`config.mk`:
```
export PLATFORM = sky130hd
export DESIGN_NAME = fft_sequencer_flat
export DESIGN_NICKNAME = d
export VERILOG_FILES = /design/src/rtl/fft_pkg.sv /design/src/rtl/fft_sequencer_if.sv /design/src/rtl/fft_addr_delay.sv /design/src/rtl/fft_sequencer.sv /design/src/flat_wrapper.sv
export SDC_FILE = /design/constraint.sdc
export NUM_CORES = 1
export LEC_CHECK = 0
export ABC_AREA = 1
export ABC_CLOCK_PERIOD_IN_PS = 4000
export CORE_ASPECT_RATIO = 0.75
export CORE_MARGIN = 5
export CORE_UTILIZATION = 30
export CTS_BUF_LIST = sky130_fd_sc_hd__clkbuf_16
export CTS_CLUSTER_DIAMETER = 50
export DETAILED_ROUTE_END_ITERATION = 16
export PLACE_DENSITY = 0.51
export RECOVER_POWER = 50
export SYNTH_ARGS = -nofsm -noshare
export SYNTH_HDL_FRONTEND = slang
export SYNTH_SLANG_ARGS = --single-unit
```
`constraint.sdc`:
```
create_clock -name clk_i -period 4 [get_ports clk_i]
set_input_delay 0.4 -clock clk_i [delete_from_list [all_inputs] [get_ports clk_i]]
set_output_delay 0.4 -clock clk_i [all_outputs]
set_load 0.1 [all_outputs]
```
`src/rtl/fft_pkg.sv`:
```
// Shared types and helpers for the in-place radix-2 DIT FFT sequencer.
// Exports the FSM state enum, angle width helper and twiddle-angle function.
package fft_pkg;

  typedef enum logic [1:0] {
    S_IDLE,
    S_ISSUE,
    S_DRAIN,
    S_DONE
  } fft_seq_state_e;

  // Angle width: one more bit than the butterfly fraction (full turn = 2^bits).
  function automatic int angle_bits(input int frac_bits);
    return frac_bits + 1;
  endfunction

  // Twiddle angle for butterfly j of stage s: j * FULL_TURN / 2^(s+1).
  function automatic int unsigned twiddle_angle(
    input int unsigned j,
    input int unsigned s,
    input int unsigned abits
  );
    return j << (abits - 1 - s);
  endfunction

endpackage

```
`src/rtl/fft_sequencer_if.sv`:
```
// Control/address bundle between the FFT sequencer and its datapath.
// master: sequencer side; slave: memory/butterfly/controller side.
interface fft_sequencer_if #(
  parameter int LOG2N      = 4,
  parameter int ANGLE_BITS = 16
);
  logic                  start_i;
  logic                  busy_o;
  logic                  done_o;
  logic [LOG2N-1:0]      stage_o;
  logic                  rd_en_o;
  logic [LOG2N-1:0]      rd_addr_a_o;
  logic [LOG2N-1:0]      rd_addr_b_o;
  logic [ANGLE_BITS-1:0] twid_o;
  logic                  wr_en_o;
  logic [LOG2N-1:0]      wr_addr_a_o;
  logic [LOG2N-1:0]      wr_addr_b_o;

  modport master (
    input  start_i,
    output busy_o, done_o, stage_o,
    output rd_en_o, rd_addr_a_o, rd_addr_b_o,
    output twid_o,
    output wr_en_o, wr_addr_a_o, wr_addr_b_o
  );

  modport slave (
    output start_i,
    input  busy_o, done_o, stage_o,
    input  rd_en_o, rd_addr_a_o, rd_addr_b_o,
    input  twid_o,
    input  wr_en_o, wr_addr_a_o, wr_addr_b_o
  );
endinterface

```
`src/rtl/fft_addr_delay.sv`:
```
// Fixed-depth shift register with synchronous clear (DEPTH >= 1).
// Ports: clk_i, rst, d_i (WIDTH) in; d_o (WIDTH) = d_i delayed DEPTH cycles.
module fft_addr_delay #(
  parameter int DEPTH = 1,
  parameter int WIDTH = 1
) (
  input  logic             clk_i,
  input  logic             rst,
  input  logic [WIDTH-1:0] d_i,
  output logic [WIDTH-1:0] d_o
);
  logic [WIDTH-1:0] sr_d [DEPTH];
  logic [WIDTH-1:0] sr_q [DEPTH];

  always_comb begin
    sr_d[0] = d_i;
    for (int i = 1; i < DEPTH; i++) begin
      sr_d[i] = sr_q[i-1];
    end
  end

  always_ff @(posedge clk_i) begin
    if (rst) begin
      for (int i = 0; i < DEPTH; i++) begin
        sr_q[i] <= '0;
      end
    end else begin
      for (int i = 0; i < DEPTH; i++) begin
        sr_q[i] <= sr_d[i];
      end
    end
  end

  assign d_o = sr_q[DEPTH-1];
endmodule

```
`src/rtl/fft_sequencer.sv`:
```
// Address/twiddle sequencer for an in-place radix-2 DIT FFT, one butterfly/cycle.
// Ports: clk_i, rst (sync, active-high); bus (fft_sequencer_if.master).
module fft_sequencer #(
  parameter int LOG2N     = 4,
  parameter int FRAC_BITS = 15,
  parameter int RD_LAT    = 1,
  parameter int PIPE_LAT  = 8
) (
  input logic clk_i,
  input logic rst,
  fft_sequencer_if.master bus
);
  import fft_pkg::*;

  localparam int N  = 1 << LOG2N;
  localparam int AB = angle_bits(FRAC_BITS);
  localparam int L  = RD_LAT + PIPE_LAT;
  localparam int CW = $clog2(L + 1);

  typedef logic [LOG2N-1:0] addr_t;
  typedef logic [AB-1:0]    angle_t;
  typedef logic [CW-1:0]    cnt_t;

  localparam addr_t K_LAST = addr_t'(N / 2 - 1);
  localparam addr_t S_LAST = addr_t'(LOG2N - 1);
  localparam cnt_t  C_LAST = cnt_t'(L - 1);

  // Low s bits of k are j; the rest is the group index g.
  function automatic addr_t mask_of(input addr_t s);
    return addr_t'((32'd1 << s) - 32'd1);
  endfunction

  // a = g*2h + j: shift the group bits up by one, keep j.
  function automatic addr_t addr_a_of(input addr_t k, input addr_t s);
    addr_t m;
    m = mask_of(s);
    return ((k & ~m) << 1) | (k & m);
  endfunction

  function automatic angle_t angle_of(input addr_t k, input addr_t s);
    int unsigned v;
    v = twiddle_angle(32'(k & mask_of(s)), 32'(s), AB);
    return angle_t'(v);
  endfunction

  fft_seq_state_e state_d, state_q;
  addr_t  stage_d, stage_q;
  addr_t  k_d, k_q;
  cnt_t   cnt_d, cnt_q;
  logic   rd_en_d, rd_en_q;
  addr_t  rd_a_d, rd_a_q;
  addr_t  rd_b_d, rd_b_q;
  angle_t angle_d, angle_q;
  logic   busy_d, busy_q;
  logic   done_d, done_q;

  logic   load;
  addr_t  ld_k;
  addr_t  ld_s;

  always_comb begin
    state_d = state_q;
    stage_d = stage_q;
    k_d     = k_q;
    cnt_d   = cnt_q;
    rd_en_d = rd_en_q;
    busy_d  = busy_q;
    done_d  = 1'b0;
    load    = 1'b0;
    ld_k    = '0;
    ld_s    = stage_q;

    unique case (state_q)
      S_IDLE: begin
        if (bus.start_i) begin
          state_d = S_ISSUE;
          stage_d = '0;
          k_d     = '0;
          rd_en_d = 1'b1;
          busy_d  = 1'b1;
          load    = 1'b1;
          ld_s    = '0;
        end
      end
      S_ISSUE: begin
        if (k_q == K_LAST) begin
          state_d = S_DRAIN;
          cnt_d   = '0;
          rd_en_d = 1'b0;
        end else begin
          k_d  = k_q + addr_t'(1);
          load = 1'b1;
          ld_k = k_q + addr_t'(1);
        end
      end
      S_DRAIN: begin
        if (cnt_q != C_LAST) begin
          cnt_d = cnt_q + cnt_t'(1);
        end else if (stage_q == S_LAST) begin
          state_d = S_DONE;
          busy_d  = 1'b0;
          done_d  = 1'b1;
        end else begin
          state_d = S_ISSUE;
          stage_d = stage_q + addr_t'(1);
          k_d     = '0;
          rd_en_d = 1'b1;
          load    = 1'b1;
          ld_s    = stage_q + addr_t'(1);
        end
      end
      S_DONE: begin
        state_d = S_IDLE;
      end
      default: begin
        state_d = S_IDLE;
      end
    endcase

    // Addresses and angle hold between butterflies.
    rd_a_d  = rd_a_q;
    rd_b_d  = rd_b_q;
    angle_d = angle_q;
    if (load) begin
      rd_a_d  = addr_a_of(ld_k, ld_s);
      rd_b_d  = addr_a_of(ld_k, ld_s) | addr_t'(32'd1 << ld_s);
      angle_d = angle_of(ld_k, ld_s);
    end
  end

  always_ff @(posedge clk_i) begin
    if (rst) begin
      state_q <= S_IDLE;
      stage_q <= '0;
      k_q     <= '0;
      cnt_q   <= '0;
      rd_en_q <= 1'b0;
      rd_a_q  <= '0;
      rd_b_q  <= '0;
      angle_q <= '0;
      busy_q  <= 1'b0;
      done_q  <= 1'b0;
    end else begin
      state_q <= state_d;
      stage_q <= stage_d;
      k_q     <= k_d;
      cnt_q   <= cnt_d;
      rd_en_q <= rd_en_d;
      rd_a_q  <= rd_a_d;
      rd_b_q  <= rd_b_d;
      angle_q <= angle_d;
      busy_q  <= busy_d;
      done_q  <= done_d;
    end
  end

  // Write-back pairs ride alongside the read pair for the full read+butterfly latency.
  logic [2*LOG2N:0] wr_bus;

  fft_addr_delay #(
    .DEPTH (L),
    .WIDTH (2 * LOG2N + 1)
  ) u_wr_dly (
    .clk_i (clk_i),
    .rst   (rst),
    .d_i   ({rd_en_q, rd_a_q, rd_b_q}),
    .d_o   (wr_bus)
  );

  // angle_q holds between issues, so the delayed copy holds too.
  angle_t twid;

  fft_addr_delay #(
    .DEPTH (RD_LAT),
    .WIDTH (AB)
  ) u_tw_dly (
    .clk_i (clk_i),
    .rst   (rst),
    .d_i   (angle_q),
    .d_o   (twid)
  );

  assign bus.busy_o      = busy_q;
  assign bus.done_o      = done_q;
  assign bus.stage_o     = stage_q;
  assign bus.rd_en_o     = rd_en_q;
  assign bus.rd_addr_a_o = rd_a_q;
  assign bus.rd_addr_b_o = rd_b_q;
  assign bus.twid_o      = twid;
  assign bus.wr_en_o     = wr_bus[2*LOG2N];
  assign bus.wr_addr_a_o = wr_bus[2*LOG2N-1:LOG2N];
  assign bus.wr_addr_b_o = wr_bus[LOG2N-1:0];
endmodule

```
`src/flat_wrapper.sv`:
```
// flat-port wrapper written by rule: the top's interface ports become plain ports
module fft_sequencer_flat import fft_pkg::*;
#(
  parameter int LOG2N     = 4,
  parameter int FRAC_BITS = 15,
  parameter int RD_LAT    = 1,
  parameter int PIPE_LAT  = 8
)
  (clk_i, rst, bus_start_i, bus_busy_o, bus_done_o, bus_stage_o, bus_rd_en_o, bus_rd_addr_a_o, bus_rd_addr_b_o, bus_twid_o, bus_wr_en_o, bus_wr_addr_a_o, bus_wr_addr_b_o);
  fft_sequencer_if #(.LOG2N(LOG2N), .ANGLE_BITS(16)) bus_i ();
  input logic clk_i;
  input logic rst;
  input wire logic [$bits(bus_i.start_i)-1:0] bus_start_i;
  output wire logic [$bits(bus_i.busy_o)-1:0] bus_busy_o;
  output wire logic [$bits(bus_i.done_o)-1:0] bus_done_o;
  output wire logic [$bits(bus_i.stage_o)-1:0] bus_stage_o;
  output wire logic [$bits(bus_i.rd_en_o)-1:0] bus_rd_en_o;
  output wire logic [$bits(bus_i.rd_addr_a_o)-1:0] bus_rd_addr_a_o;
  output wire logic [$bits(bus_i.rd_addr_b_o)-1:0] bus_rd_addr_b_o;
  output wire logic [$bits(bus_i.twid_o)-1:0] bus_twid_o;
  output wire logic [$bits(bus_i.wr_en_o)-1:0] bus_wr_en_o;
  output wire logic [$bits(bus_i.wr_addr_a_o)-1:0] bus_wr_addr_a_o;
  output wire logic [$bits(bus_i.wr_addr_b_o)-1:0] bus_wr_addr_b_o;
  assign bus_i.start_i = bus_start_i;
  assign bus_busy_o = bus_i.busy_o;
  assign bus_done_o = bus_i.done_o;
  assign bus_stage_o = bus_i.stage_o;
  assign bus_rd_en_o = bus_i.rd_en_o;
  assign bus_rd_addr_a_o = bus_i.rd_addr_a_o;
  assign bus_rd_addr_b_o = bus_i.rd_addr_b_o;
  assign bus_twid_o = bus_i.twid_o;
  assign bus_wr_en_o = bus_i.wr_en_o;
  assign bus_wr_addr_a_o = bus_i.wr_addr_a_o;
  assign bus_wr_addr_b_o = bus_i.wr_addr_b_o;
  fft_sequencer #(.LOG2N(LOG2N), .FRAC_BITS(FRAC_BITS), .RD_LAT(RD_LAT), .PIPE_LAT(PIPE_LAT)) u_core (.clk_i(clk_i), .rst(rst), .bus(bus_i));
endmodule
```
==> results.cfg <==
[layout]
nets = 641
fin_area_um2 = 6050
diodes = 0
final_core_util = 0.378
n_fill_cell = 1649
instances_no_fill = 856
area_delta_synth_final_pct = 23.9
drive_gt1_frac = 0.115

[power_and_ir_drop]
p_per_area_nw_per_um2 = 548
clock_power_share = 0.489
power_leakage_nw = 2.41
intPower_mw = 2.42
sw_frac_of_total = 0.269
comb_power_share = 0.079
netSwitchingPower_mw = 0.890
peakVddDrop_uv = 276
seq_power_share = 0.432

[cts]
hold_buffers = 0
clock_latency_ps = 410
cts.clk_slew.worst_paths_ps = 70
tritoncts = built
cts_buffer_depth = 2
cts-resized-gates = 0
cts.sinks = 138
cts-root-buf = clkbuf_16
numCtsBuffers = 17
cts_setup_buffers = 0
h-tree-depth = 4

[floorplan]
die_y_um = 120
rows = 40
fp.dieArea_um2 = 19000
core_um2 = 16000
die_w_um = 157
initial_core_util = 0.305
io_pins = 43

[yosys]
synth_flop_cell = dfxtp_1
yosys-top-cells-count = 138 x dfxtp_1, 125 x nor2_1, 122 x inv_1
syn_inst = 594
synth_nets = 602
yosysWarningCount = 0
netlist_area_um2 = 4880
yosysSeqAreaShare = 0.566
async_reset_ff_frac = 0
synth-edff-count = 0
synth.most_common_cell = dfxtp_1
synth_top_area_share = 0.566
synth_area_leaders = dfxtp_1 57%, nor2_1 9.6%, inv_1 9.4%, nand2_1 5.1%, nand3_1 1.9%
synth_top_area_cell = dfxtp_1
ys_ff_latch = 138
avgSynthCellArea_um2 = 8.22
synth.distinct_cells = 36

[worst_setup_path]
end_kind = flop
cpPeakStageDelay_ps = 1950
arrival_ps = 3410
critPathKind = input port to flop
r2r_start = u_core.cnt_q[0]
worstSetupStartpoint = rst
path_cells = clkbuf_1 > buf_4 > nor2_1 > o21a_1
start_kind = input port
path_max_fanout = 60
slowest_stage = clkbuf_1
required_ps = 4300

[job]
max_cap_viol_count = 1

[global_routing]
grt_pass1_vias = 3389
met2_usage = 0.156
grt_pass1_wl_um = 15900
antenna_found_initial = 0
grt_overflow = 0
grtUsageMet1 = 0.133
grt_max_degree = 61
globalRouteTotalUtil = 0.105
met3_usage = 0.0433
busiest_layer = met2

[timing]
fin_skew_ps = 7.77
min_period_over_period = 0.777
finalHoldWorstSlack_ps = 392
setup_tns_ps = 0
min_period_ps = 3110
slew_headroom = -0.865
worst_pin_slew_ps = 2800
slew_violations = 61
max_freq_ghz = 0.322
setup_violations = 0
grt_setup_unrepaired = false
hold_viol_final = 0

[placement]
port_buffers = 42
place_inst = 824
place_hpwl_um = 6230
placed_area_um2 = 5440
place_congestion = 0.856

[worst_hold_path]
worst_hold_startpoint = u_core.u_wr_dly.sr_q[0][43]
hp-class = flop to flop

[route]
wl_um = 9220
wire_per_inst_um = 10.8
drcViolationCount = 0
vias_per_cell = 4.10
postRouteAntennaNets = 0
dr.pass1.iters = 4
vias = 3508
drt-initial-drc-count = 135

[run_status]
status = finished with violations
violations = capacitance limit, slew limit
==> final cells by class <==
type / count / area [um2] / area share
repair buffers: 45 / 437 / 0.0722
clock inverters: 15 / 190 / 0.0314
flip-flops and latches: 138 / 2760 / 0.457
clock buffers: 17 / 425 / 0.0703
multi-input cells: 301 / 1490 / 0.245
inverters: 130 / 488 / 0.0806
well taps: 210 / 263 / 0.0434
==> cells in the final DEF (no fill, tap or decap), types with 2 or more instances in the layout <==
master,n
ha_1,5
a31oi_1,4
clkbuf_16,17
inv_6,6
nand2_4,3
a21oi_1,13
o31ai_1,2
nor2_8,2
o21ai_0,4
a211oi_1,2
nand2_1,66
dfxtp_1,138
o21a_1,2
nor2_2,5
clkdlybuf4s50_1,41
buf_4,3
nor3_1,5
nor2_1,125
inv_8,4
nand2_2,6
bufinv_16,2
nor2_4,3
nand3_1,19
inv_2,8
o21ai_1,10
inv_1,122
nand3_2,9
nand4_1,6
==> power groups by stage <==
stage / Combinational (mW) / Sequential (mW) / Clock (mW)
4_1_cts: 0.264 / 1.43 / 1.67
5_1_grt: 0.285 / 1.43 / 1.74
3_3_place_gp: 0.263 / 1.46 / 0
3_5_place_dp: 0.263 / 1.46 / 0
2_1_floorplan: 0.181 / 1.49 / 0
6_report: 0.262 / 1.43 / 1.62
==> logic make-up (layout without fill, tap and decap cells) <==
group	after synthesis	in the layout	share of synthesized area
DFF	138	138	0.566
AOI/OAI and AO/OA	43	43	0.0525
adders and majority gates	5	5	0.0128
buffers and inverters	155	207	0.130
and+or+nand+nor	253	253	0.239
==> path summary, 6_finish.rpt <==
kind / cells past startpoint / slack (ps) / endpoint
setup / recovery: 4 / 890 / u_core.bus.rd_addr_a_o[1]
hold / removal: 2 / 390 / u_core.u_wr_dly.sr_q[0][52]
setup reg to reg: 19 / 940 / u_core.angle_q[11]
hold reg to reg: 2 / 390 / u_core.u_wr_dly.sr_q[0][52]
==> routing by layer <==
metal	routed length (um)	up-vias
met5	0	-
li1	-	1843
met2	4020	82
met1	4390	1563
met4	192	0
met3	617	20
==> sequential cells by signal (all words and copies together) (netlist names) <==
signal / flops
u_core.bus.rd_addr_a_o: 4
u_core.bus.rd_addr_b_o: 4
u_core.bus.busy_o: 1
u_core.u_wr_dly.sr_q: 81
u_core.bus.done_o: 1
u_core.u_tw_dly.sr_q: 16
u_core.cnt_q: 4
u_core.k_q: 4
u_core.state_q: 2
u_core.angle_q: 16
u_core.bus.rd_en_o: 1
u_core.bus.stage_o: 4
==> worst max-delay path, delay by kind of cell <==
family | cells | cell delay [ps]
buffers and inverters | 2 | 2650
AOI/OAI and AO/OA | 1 | 200
and+or+nand+nor | 1 | 120
==> metrics by stage <==
stage / worst slack [ps] / total power [mW]
floorplan: 873 / 1.67
global placement: 963 / 1.72
detailed placement: 850 / 1.73
CTS: 962 / 3.37
global route: 531 / 3.46
finish: 893 / 3.31
Note: power is estimated with default switching activity, not from simulation.
